--- config.mk ---
export PLATFORM = sky130hd
export DESIGN_NAME = cp0_exc_ctrl
export DESIGN_NICKNAME = d
export VERILOG_FILES = /design/src/rtl/cp0_exc_ctrl.sv
export SDC_FILE = /design/constraint.sdc
export NUM_CORES = 1
export LEC_CHECK = 0
export CORE_AREA = 2 2 146 148
export DETAILED_ROUTE_END_ITERATION = 6
export DIE_AREA = 0 0 148 150
export PLACE_DENSITY = 0.68
export SLEW_MARGIN = 20
export SYNTH_ARGS = -nofsm -noshare
export SYNTH_HDL_FRONTEND = slang
export SYNTH_SLANG_ARGS = --single-unit
--- constraint.sdc ---
create_clock -name clk -period 2.2 [get_ports clk]
set_input_delay 0.44 -clock clk [delete_from_list [all_inputs] [get_ports clk]]
set_output_delay 0.44 -clock clk [all_outputs]
set_load 0.005 [all_outputs]
--- src/rtl/cp0_exc_ctrl.sv ---
// cp0_exc_ctrl: exception entry / ERET sequencer for the CP0 register block.
// Accepts a pipeline exception, a masked hardware interrupt or an ERET while idle. It then
// drives the Cause/EPC/BadVAddr/Status hardware write ports over fixed cycles, and finishes
// with a one-cycle fetch redirect and an ack pulse.
// Optional build macro: CP0_EXC_IRQ_SYNC_EN adds a 2-flop synchronizer on irq.
module cp0_exc_ctrl #(
   parameter logic [31:0] EXC_VECTOR = 32'h8000_0180,
   parameter int unsigned NIRQ       = 6
) (
   input  logic            clk,
   input  logic            res,
   input  logic            exc_req,
   input  logic [4:0]      exc_code,
   input  logic [31:0]     exc_pc,
   input  logic            exc_bd,
   input  logic            exc_badva_valid,
   input  logic [31:0]     exc_badva,
   input  logic [31:0]     int_pc,
   input  logic            int_bd,
   input  logic            eret_req,
   input  logic [NIRQ-1:0] irq,
   input  logic [31:0]     cp0_status,
   input  logic [31:0]     cp0_cause,
   input  logic [31:0]     cp0_epc,
   output logic [31:0]     in_epc,
   output logic [31:0]     in_status,
   output logic [31:0]     in_cause,
   output logic [31:0]     in_badVAddr,
   output logic            we_epc,
   output logic            we_status,
   output logic            we_cause,
   output logic            we_badVAddr,
   output logic            busy,
   output logic            flush,
   output logic            exc_ack,
   output logic            eret_ack,
   output logic            redirect_valid,
   output logic [31:0]     redirect_pc
);

   typedef enum logic [2:0] {StIdle, StSave, StSetExl, StEret, StRedir} state_e;

   state_e           state_q, state_d;
   logic             kind_eret_q;
   logic [4:0]       code_q;
   logic [31:0]      pc_q;
   logic             bd_q;
   logic             bv_q;
   logic [31:0]      badva_q;
   logic [NIRQ-1:0]  ip_q;
   logic [31:0]      epc_q;

   logic [NIRQ-1:0]  irq_s;
   logic             irq_pend;
   logic             acc_exc, acc_int, acc_eret;

`ifdef CP0_EXC_IRQ_SYNC_EN
   logic [NIRQ-1:0]  irq_meta_q, irq_sync_q;

   // Two-flop synchronizer for the asynchronous interrupt lines.
   always_ff @(posedge clk) begin
      if (res) begin
         irq_meta_q <= '0;
         irq_sync_q <= '0;
      end else begin
         irq_meta_q <= irq;
         irq_sync_q <= irq_meta_q;
      end
   end

   assign irq_s = irq_sync_q;
`else
   assign irq_s = irq;
`endif

   // Masked interrupt pending: IM-enabled line, IE set, not already at exception level.
   assign irq_pend = (|(irq_s & cp0_status[10 +: NIRQ])) & cp0_status[0] & ~cp0_status[1];

   // Idle-time arbitration: exception > interrupt > ERET.
   always_comb begin
      acc_exc  = 1'b0;
      acc_int  = 1'b0;
      acc_eret = 1'b0;
      if (state_q == StIdle) begin
         if (exc_req)       acc_exc  = 1'b1;
         else if (irq_pend) acc_int  = 1'b1;
         else if (eret_req) acc_eret = 1'b1;
      end
   end

   // Next-state sequencing.
   always_comb begin
      state_d = state_q;
      unique case (state_q)
         StIdle: begin
            if (acc_exc || acc_int) state_d = StSave;
            else if (acc_eret)      state_d = StEret;
         end
         StSave:   state_d = StSetExl;
         StSetExl: state_d = StRedir;
         StEret:   state_d = StRedir;
         StRedir:  state_d = StIdle;
         default:  state_d = StIdle;
      endcase
   end

   // State register and request context captured at accept.
   always_ff @(posedge clk) begin
      if (res) begin
         state_q     <= StIdle;
         kind_eret_q <= 1'b0;
         code_q      <= '0;
         pc_q        <= '0;
         bd_q        <= 1'b0;
         bv_q        <= 1'b0;
         badva_q     <= '0;
         ip_q        <= '0;
         epc_q       <= '0;
      end else begin
         state_q <= state_d;
         if (acc_exc) begin
            kind_eret_q <= 1'b0;
            code_q      <= exc_code;
            pc_q        <= exc_pc;
            bd_q        <= exc_bd;
            bv_q        <= exc_badva_valid;
            badva_q     <= exc_badva;
            ip_q        <= irq_s;
         end else if (acc_int) begin
            kind_eret_q <= 1'b0;
            code_q      <= 5'd0;
            pc_q        <= int_pc;
            bd_q        <= int_bd;
            bv_q        <= 1'b0;
            badva_q     <= '0;
            ip_q        <= irq_s;
         end else if (acc_eret) begin
            kind_eret_q <= 1'b1;
         end
         if (state_q == StEret) epc_q <= cp0_epc;
      end
   end

   // Output decode of the registered state; forced quiet while res is asserted so a
   // reset landing mid-sequence issues no further strobe or ack.
   always_comb begin
      in_epc         = '0;
      in_status      = '0;
      in_cause       = '0;
      in_badVAddr    = '0;
      we_epc         = 1'b0;
      we_status      = 1'b0;
      we_cause       = 1'b0;
      we_badVAddr    = 1'b0;
      busy           = 1'b0;
      flush          = 1'b0;
      exc_ack        = 1'b0;
      eret_ack       = 1'b0;
      redirect_valid = 1'b0;
      redirect_pc    = '0;
      if (!res) begin
         busy  = (state_q != StIdle);
         flush = (state_q != StIdle);
         unique case (state_q)
            StSave: begin
               we_cause                = 1'b1;
               in_cause                = cp0_cause;
               in_cause[31]            = bd_q;
               in_cause[10 +: NIRQ]    = ip_q;
               in_cause[6:2]           = code_q;
               // EPC is preserved on a nested exception (EXL already set).
               we_epc                  = ~cp0_status[1];
               if (we_epc) in_epc      = bd_q ? (pc_q - 32'd4) : pc_q;
               we_badVAddr             = bv_q;
               if (bv_q) in_badVAddr   = badva_q;
            end
            StSetExl: begin
               we_status = 1'b1;
               in_status = cp0_status | 32'h0000_0002;
            end
            StEret: begin
               we_status = 1'b1;
               in_status = cp0_status & ~32'h0000_0002;
            end
            StRedir: begin
               redirect_valid = 1'b1;
               redirect_pc    = kind_eret_q ? epc_q : EXC_VECTOR;
               exc_ack        = ~kind_eret_q;
               eret_ack       = kind_eret_q;
            end
            default: ;
         endcase
      end
   end

endmodule

=== Word-level counts from Yosys, hierarchy flattened ===
Index checks and enable logic that the tools add are counted.

* Add/subtract/negate cells: 1
* Equality and inequality tests: 5
* Mux-type cells: 53
* Bitwise operators: 5
* Reductions and logical operators: 7

{| class="wikitable"
|+ Operators by type and width
! cell !! number
|-
| 2-to-1 mux 32 bit || 17
|-
| case mux 32 bit (2 select lines) || 1
|-
| subtractor 32 x 3 -> 32 bit (second input constant) || 1
|-
| 2-to-1 mux 1 bit || 28
|-
| 2-to-1 mux 6 bit || 2
|-
| 2-to-1 mux 5 bit || 2
|-
| case mux 3 bit (3 select lines) || 1
|-
| bitwise AND 6 bit || 1
|-
| equality test 3 x 2 -> 1 bit (second input constant) || 2
|-
| 2-to-1 mux 3 bit || 2
|-
| OR reduction 6 bit || 1
|-
| equality test 3 x 1 -> 1 bit (second input constant) || 1
|-
| equality test 3 bit (second input constant) || 1
|-
| zero test 3 bit || 1
|-
| inequality test 3 x 2 -> 1 bit (second input constant) || 1
|-
| nonzero test 3 bit || 1
|-
| OR reduction 3 bit || 1
|-
| bitwise AND 1 bit || 2
|-
| inverter 1 bit || 2
|-
| nonzero test 2 bit || 1
|-
| OR reduction 2 bit || 1
|-
| logical OR 1 bit || 1
|}

* Flip-flop bits (word level): 113
* Logic and storage cells: 80

=== Depth between registers and ports, before layout ===
Gate-level depths: netlist of run 1.

* Word-level depth: 10
* Gate-level depth with buffers: 7
* Depth with buffers taken out: 6

=== Least setup slack after synthesis of run 1 ===
Ideal clock, no wire load.

* Path type: register -> output
* From: register pc_q[7]
* To: output in_epc[19]
* Arrival: 1.917 ns
* Data required time: 1.760 ns
* Setup slack: -0.157 ns
* Cell stages (with the launch flop): 5
* Buffers on the path: 0
* Cell sequence: dfxtp_1 > or4_4 > or4_4 > nor4_1 > mux2i_1

* Cells in the longest elaborated chain, start to end: 5

{| class="wikitable"
|+ RTL lines
! what !! line !! RTL
|-
| from (decl) || 46 || <nowiki>logic [31:0] pc_q;</nowiki>
|-
| from (signal assigned) || 124 || <nowiki>pc_q <= exc_pc;</nowiki>
|-
| from (signal assigned) || 132 || <nowiki>pc_q <= int_pc;</nowiki>
|-
| subtractor 32 x 3 -> 32 bit || 173 || <nowiki>if (we_epc) in_epc = bd_q ? (pc_q - 32'd4) : pc_q;</nowiki>
|-
| 2-to-1 mux 32 bit (2 in a row) || 173 ||
|-
| 2-to-1 mux 32 bit || 164 || <nowiki>unique case (state_q)</nowiki>
|-
| 2-to-1 mux 32 bit || 161 || <nowiki>if (!res) begin</nowiki>
|-
| to (decl) || 25 || <nowiki>output logic [31:0] in_epc,</nowiki>
|}

Every way passes these cells.

=== Final worst setup path of run 1 ===
* From: register pc_q[14]
* To: output in_epc[26]

Same word-level chain as after synthesis.

==> results of run 1 <==
area by class of cell:
cell class | instances | area share [%]
Inverter | 7 | 0.272
Timing Repair Buffer | 587 | 44.5
Clock inverter | 14 | 1.18
Sequential cell | 113 | 17.1
Multi-Input combinational cell | 532 | 31.1
Clock buffer | 18 | 3.29
Tap cell | 275 | 2.58
metrics by stage:
| stage | worst slack (ps) | instances | hold WS [ps] | setup TNS, ps | utilization (%) |
|---|---|---|---|---|---|
| 3_5_place_dp | -696 | 1398 | 442 | -68070 | 51.5 |
| 6_report | -712 | 1546 | 454 | -43310 | 64.5 |
| 3_3_place_gp | -640 | 1398 | 437 | -66370 | 51.5 |
| 2_1_floorplan | -101 | 717 | 432 | -822 | - |
| 5_1_grt | -783 | 1546 | 474 | -54800 | 64.5 |
| 4_1_cts | -777 | 1532 | 450 | -53130 | 60.8 |
registers in the layout (all words and copies together), names as in the netlist:
name / flops
kind_eret_q: 1
bd_q: 1
pc_q: 32
state_q: 3
code_q: 5
ip_q: 6
epc_q: 32
bv_q: 1
badva_q: 32
worst max path at each step:
stage / startpoint / to
finish: pc_q[14]$_SDFFE_PP0P_ / in_epc[26]
global route: pc_q[14]$_SDFFE_PP0P_ / in_epc[26]
CTS: pc_q[7]$_SDFFE_PP0P_ / in_epc[26]
detailed placement: pc_q[14]$_SDFFE_PP0P_ / in_epc[26]
global placement: pc_q[14]$_SDFFE_PP0P_ / in_epc[24]
floorplan: pc_q[7]$_SDFFE_PP0P_ / in_epc[22]
routing by layer:
metal	wire [um]	GRT usage, %
met3	1770	5.49
met5	0	0
met1	11200	28.3
met2	14800	43.1
met4	692	9.14
what timing repair did:
item / CTS / global route
endpoints found under the setup margin: 169 / 166
hold buffers: 0 / 0
resized for setup: 955 / 196
cloned: 13 / 0
setup buffers: 90 / 49
pin swaps: 82 / 70
layout by cell type, fill, tap and decap left out, types with 8 or more instances in the layout:
cell type and instances:
dfxtp_1 103, a21oi_2 10, a21oi_1 68, a22o_1 38, buf_12 17, buf_2 45, buf_4 104, dfxtp_2 9
and3_1 10, nand2_1 72, a211oi_1 33, clkbuf_16 17, and2_4 93, and3_4 23, o21ai_0 8, mux2i_1 38
nor2_4 9, or4_4 14, buf_6 204, nor2_1 10, buf_8 17, clkdlybuf4s50_1 196
cell families after synthesis:
group	Yosys count	synth area share [%]
AOI/OAI and AO/OA	178	19.7
adders and majority gates	1	0.211
DFF	113	38.1
and+or+nand+nor	303	28.9
xor gates and xnor gates	12	1.77
muxes	38	6.41
buffers and inverters	72	4.83
power groups by stage:
stage          logic [W]  clock network [W]  registers (W)
2_1_floorplan   0.000886                  0        0.00241
3_3_place_gp     0.00211                  0        0.00241
3_5_place_dp     0.00213                  0        0.00241
4_1_cts          0.00261            0.00283        0.00238
5_1_grt          0.00298            0.00293        0.00242
6_report         0.00279            0.00277        0.00240
worst max-delay path, stage by stage (launching register included):
cell	delay (ps)
dfxtp_2	320
or4_4	530
or4_4	540
buf_6	150
nor4_4	130
mux2i_1	250
buf_2	140
==> impl_metrics.ini, run 1 <==
[status]
status = complete, but fails checks
violations = negative setup slack

[floorplan]
num_rows = 53
die_w_um = 148
start_util_pct = 28.7
core_um2 = 20700
die_y_um = 150
dieArea_um2 = 22200
ioPinCount = 379

[layout]
multi_input_area_um2 = 4150
area_growth_pct = 125
fillers = 1697
finalInstanceArea_um2 = 13300
regArea_um2 = 2280
nets = 1469
num_antenna_cells = 0
drive_above_1_share_pct = 49.0

[sta]
rsz0062_at_grt = true
setup_viol = 158
fmax_mhz = 343
layout_setup_ws_ps = -712
tightest_slew_ps = 599
min_period_over_period_pct = 132
period_needed_ps = 2910
max_slew_margin_pct = 60.1
hold_violations = 0
fin_skew_ps = 9.11
final-max-slew-violation-count = 0

[critical_path]
crit_fanout = 4
cp-start-kind = flop
arrival_ps = 2470
r2r_cells = 9
crit_path_end_kind = output port
r2r_end = bd_q$_SDFFE_PP0P_
setup.worst_path.class = reg -> out
rrSetupSlack_ps = 160
r2r-start = state_q[0]$_SDFFE_PP0P_
cp.required_ps = 1760

[worst_hold_path]
worstHoldStart = epc_q[17]$_SDFFE_PP0N_
holdPathStages = 2
hold-path-endpoint = epc_q[17]$_SDFFE_PP0N_
worstHoldPathType = reg -> reg

[power]
p_seq_share_pct = 30.1
internal_power_w = 0.00555
clkPwrFrac_pct = 34.8
p_comb_share_pct = 35.1
p_per_area_nw_per_um2 = 597
p_leak_nw = 5.64
vdd_drop_max_v = 0.000523
p_sw_w = 0.00242
finalPower_w = 0.00797
swShare_pct = 30.3

[routing]
drt_iter0_markers = 258
ant_nets = 0
wl_um = 28500
wl_per_cell_um = 18.5
drt_first_pass_iters = 5
vias = 7546
via_per_inst = 4.88
drc = 0

[place]
gp_congestion = 0.843
place_area_um2 = 10700
place_hpwl_um = 18000
numPortBuffers = 366

[yosys]
synth_ff_type = dfxtp_1
synth-seq-cells = 113
syn_nets = 928
synthTopCellsByCount = 113 x dfxtp_1, 97 x and2_1, 80 x a21oi_1
syn_avg_cell_area_um2 = 8.28
ys_warn_count = 0
synth_top_area_share_pct = 38.1
netlist_top_cells_area = dfxtp_1 38%, and2_1 10%, a21oi_1 6.7%
yosys.area.top_type = dfxtp_1
synthArstFlopShare_pct = 0
synth_most_common_cell = dfxtp_1
synthesis.area_um2 = 5930
synth_edf_count = 0
synth.distinct_cells = 46
yosysSeqAreaShare_pct = 38.1
syn-instance-count = 717

[cts]
cts.path.max_buffers = 2
path_clk_slew_ps = 60
cts_buffers = 17
root_buffer = clkbuf_16
cts_tree = built
clock_latency_ps = 420
clock-sinks = 113
htree_levels = 4

[global_route]
grt.total_usage_pct = 24.2
grt_pass1_wl_um = 41900
grt_max_degree = 52
antenna_found_initial = 0
grt.overflow.total = 0
grt_pass1_vias = 7629

[job]
max_cap_violations = 0
Note: power is estimated with default switching activity, not from simulation.
==> inputs of run 2 (changes only) <==
PLACE_DENSITY = 0.65   (was 0.68)
clock period = 3.1 ns   (was 2.2 ns; I/O delays follow)
==> run 2 against run 1 <==
Effect of this change:
- worst setup slack better by 610 ps
- largest cell class unchanged
- combinational power down 48%
- final cell count down 9.2%
- the flow still finishes with violations (negative setup slack)
- first-iteration DRC count up 18%
- global-route usage down 3.6 points
- die area unchanged
==> impl_metrics.ini, run 2 (synthesis results as in run 1) <==
[place]
numPortBuffers = 366
place_hpwl_um = 16700
gp_congestion = 0.786
place_inst = 1348
place_area_um2 = 10200

[routing]
topRoutingLayerUsed = met4
wl_um = 23600
drc = 0
vias = 6689
via_per_inst = 4.77
wl_per_cell_um = 16.8
ant_nets = 0
wl_met3_um = 1740
drt_first_pass_iters = 5
met1Wirelength_um = 9790
wl_met2_um = 11700
drt_iter0_markers = 305

[layout]
area_growth_pct = 90.7
nets = 1327
drive_above_1_share_pct = 16.1
fin_cells = 1403
finalInstanceArea_um2 = 11300
largestRegisters = badva_q: 32 flops, epc_q: 32 flops, pc_q: 32 flops
fillers = 1905
layout_common_cells = 324 x clkdlybuf4s50_1, 109 x dfxtp_1, 95 x and2_1
num_antenna_cells = 0
final_common_cell = clkdlybuf4s50_1

[cts]
path_clk_slew_ps = 60
clock_latency_ps = 420
cts_buffers = 17
root_buffer = clkbuf_16
clock-sinks = 113
cts.path.max_buffers = 2
hold_buffers = 0
htree_levels = 4
cts_tree = built

[global_route]
antenna_found_initial = 0
grt_pass1_wl_um = 35800
grt_max_degree = 72
grt_pass1_vias = 6299
grt.overflow.total = 0
grt.total_usage_pct = 20.6

[sta]
fin_skew_ps = 10.3
fmax_mhz = 312
hold_violations = 0
period_needed_ps = 3210
min_period_over_period_pct = 103
tightest_slew_ps = 770
rsz0062_at_grt = true
final-max-slew-violation-count = 0
setup_viol = 5
max_slew_margin_pct = 48.7
layout_setup_ws_ps = -105

[job]
max_cap_violations = 0

[critical_path]
arrival_ps = 2590
crit_fanout = 3
crit_path_end_kind = output port
cp.required_ps = 2480
cp-start-kind = flop
cp-startpoint = pc_q[13]$_SDFFE_PP0P_
r2r-start = state_q[0]$_SDFFE_PP0P_
setup.worst_path.class = reg -> out

[power]
vdd_drop_max_v = 0.000327
p_leak_nw = 4.66
p_per_area_nw_per_um2 = 463

[floorplan]
start_util_pct = 28.7
dieArea_um2 = 22200
num_rows = 53
core_um2 = 20700
die_y_um = 150
die_w_um = 148
ioPinCount = 379

[status]
status = complete, but fails checks
violations = negative setup slack

[worst_hold_path]
worstHoldPathType = reg -> reg
worstHoldStart = epc_q[2]$_SDFFE_PP0N_
==> run 2: cell count changes in the layout (fill, tap and decap cells not counted), moves of 18 or more <==
cell	change
and2_1	+92
and2_4	-92
and3_1	+23
and3_4	-23
buf_2	-32
buf_4	-42
buf_6	-194
clkdlybuf4s50_1	+128
dlymetal6s2s_1	+18
==> run 2: power by group <==
part	internal (W)	total, W	switching (W)
Sequential	0.00160	0.00169	0.0000978
Clock	0.00135	0.00210	0.000747
Combinational	0.000767	0.00144	0.000672
==> run 2: routing by layer <==
layer	track usage [%]	up-vias
met2	34.9	266
met5	0	-
met4	5.62	0
li1	-	3350
met3	5.64	28
met1	25.8	3045
==> run 2: worst paths after layout <==
kind | endpoint | depth (start not counted) | slack, ps
worst max-delay path | in_epc[17] | 6 | -110
worst min register to register | epc_q[2]$_SDFFE_PP0N_ | 2 | 450
worst max register to register | badva_q[5]$_SDFFE_PP0P_ | 7 | 910
worst min-delay path | epc_q[2]$_SDFFE_PP0N_ | 2 | 450
==> run 2: cell type report <==
cell class | count | area (um2) | share of cell area, %
Sequential cell | 113 | 2270 | 20.0
Clock buffer | 17 | 425 | 3.76
Multi-Input combinational cell | 532 | 3670 | 32.4
Timing Repair Buffer | 445 | 4370 | 38.6
Clock inverter | 14 | 205 | 1.81
Tap cell | 275 | 344 | 3.04
Inverter | 7 | 28.8 | 0.254
==> run 2: metrics by stage <==
step | power [W] | setup TNS (ps) | hold slack (ps) | utilization [%] | setup slack [ps]
2_1_floorplan | 0.00232 | 0 | 432 | - | 412
3_3_place_gp | 0.00299 | -8260 | 438 | 49.3 | -300
6_report | 0.00524 | -261 | 448 | 54.7 | -105
3_5_place_dp | 0.00300 | -8640 | 443 | 49.3 | -297
4_1_cts | 0.00522 | -491 | 451 | 53.4 | -105
5_1_grt | 0.00549 | -1160 | 464 | 54.7 | -179
==> run 2: worst max-delay path, cell delays in order, from the launching register on <==
cell,delay (ps)
dfxtp_1,310
or4_4,550
or4_4,510
buf_6,150
or3_4,380
a21oi_2,130
buf_2,140
==> run 2: repair_timing <==
action	4_1_cts	5_1_grt
pin swaps	17	9
setup endpoints to repair	63	51
gates cloned	1	2
buffers inserted	11	11
gates resized for setup	108	43
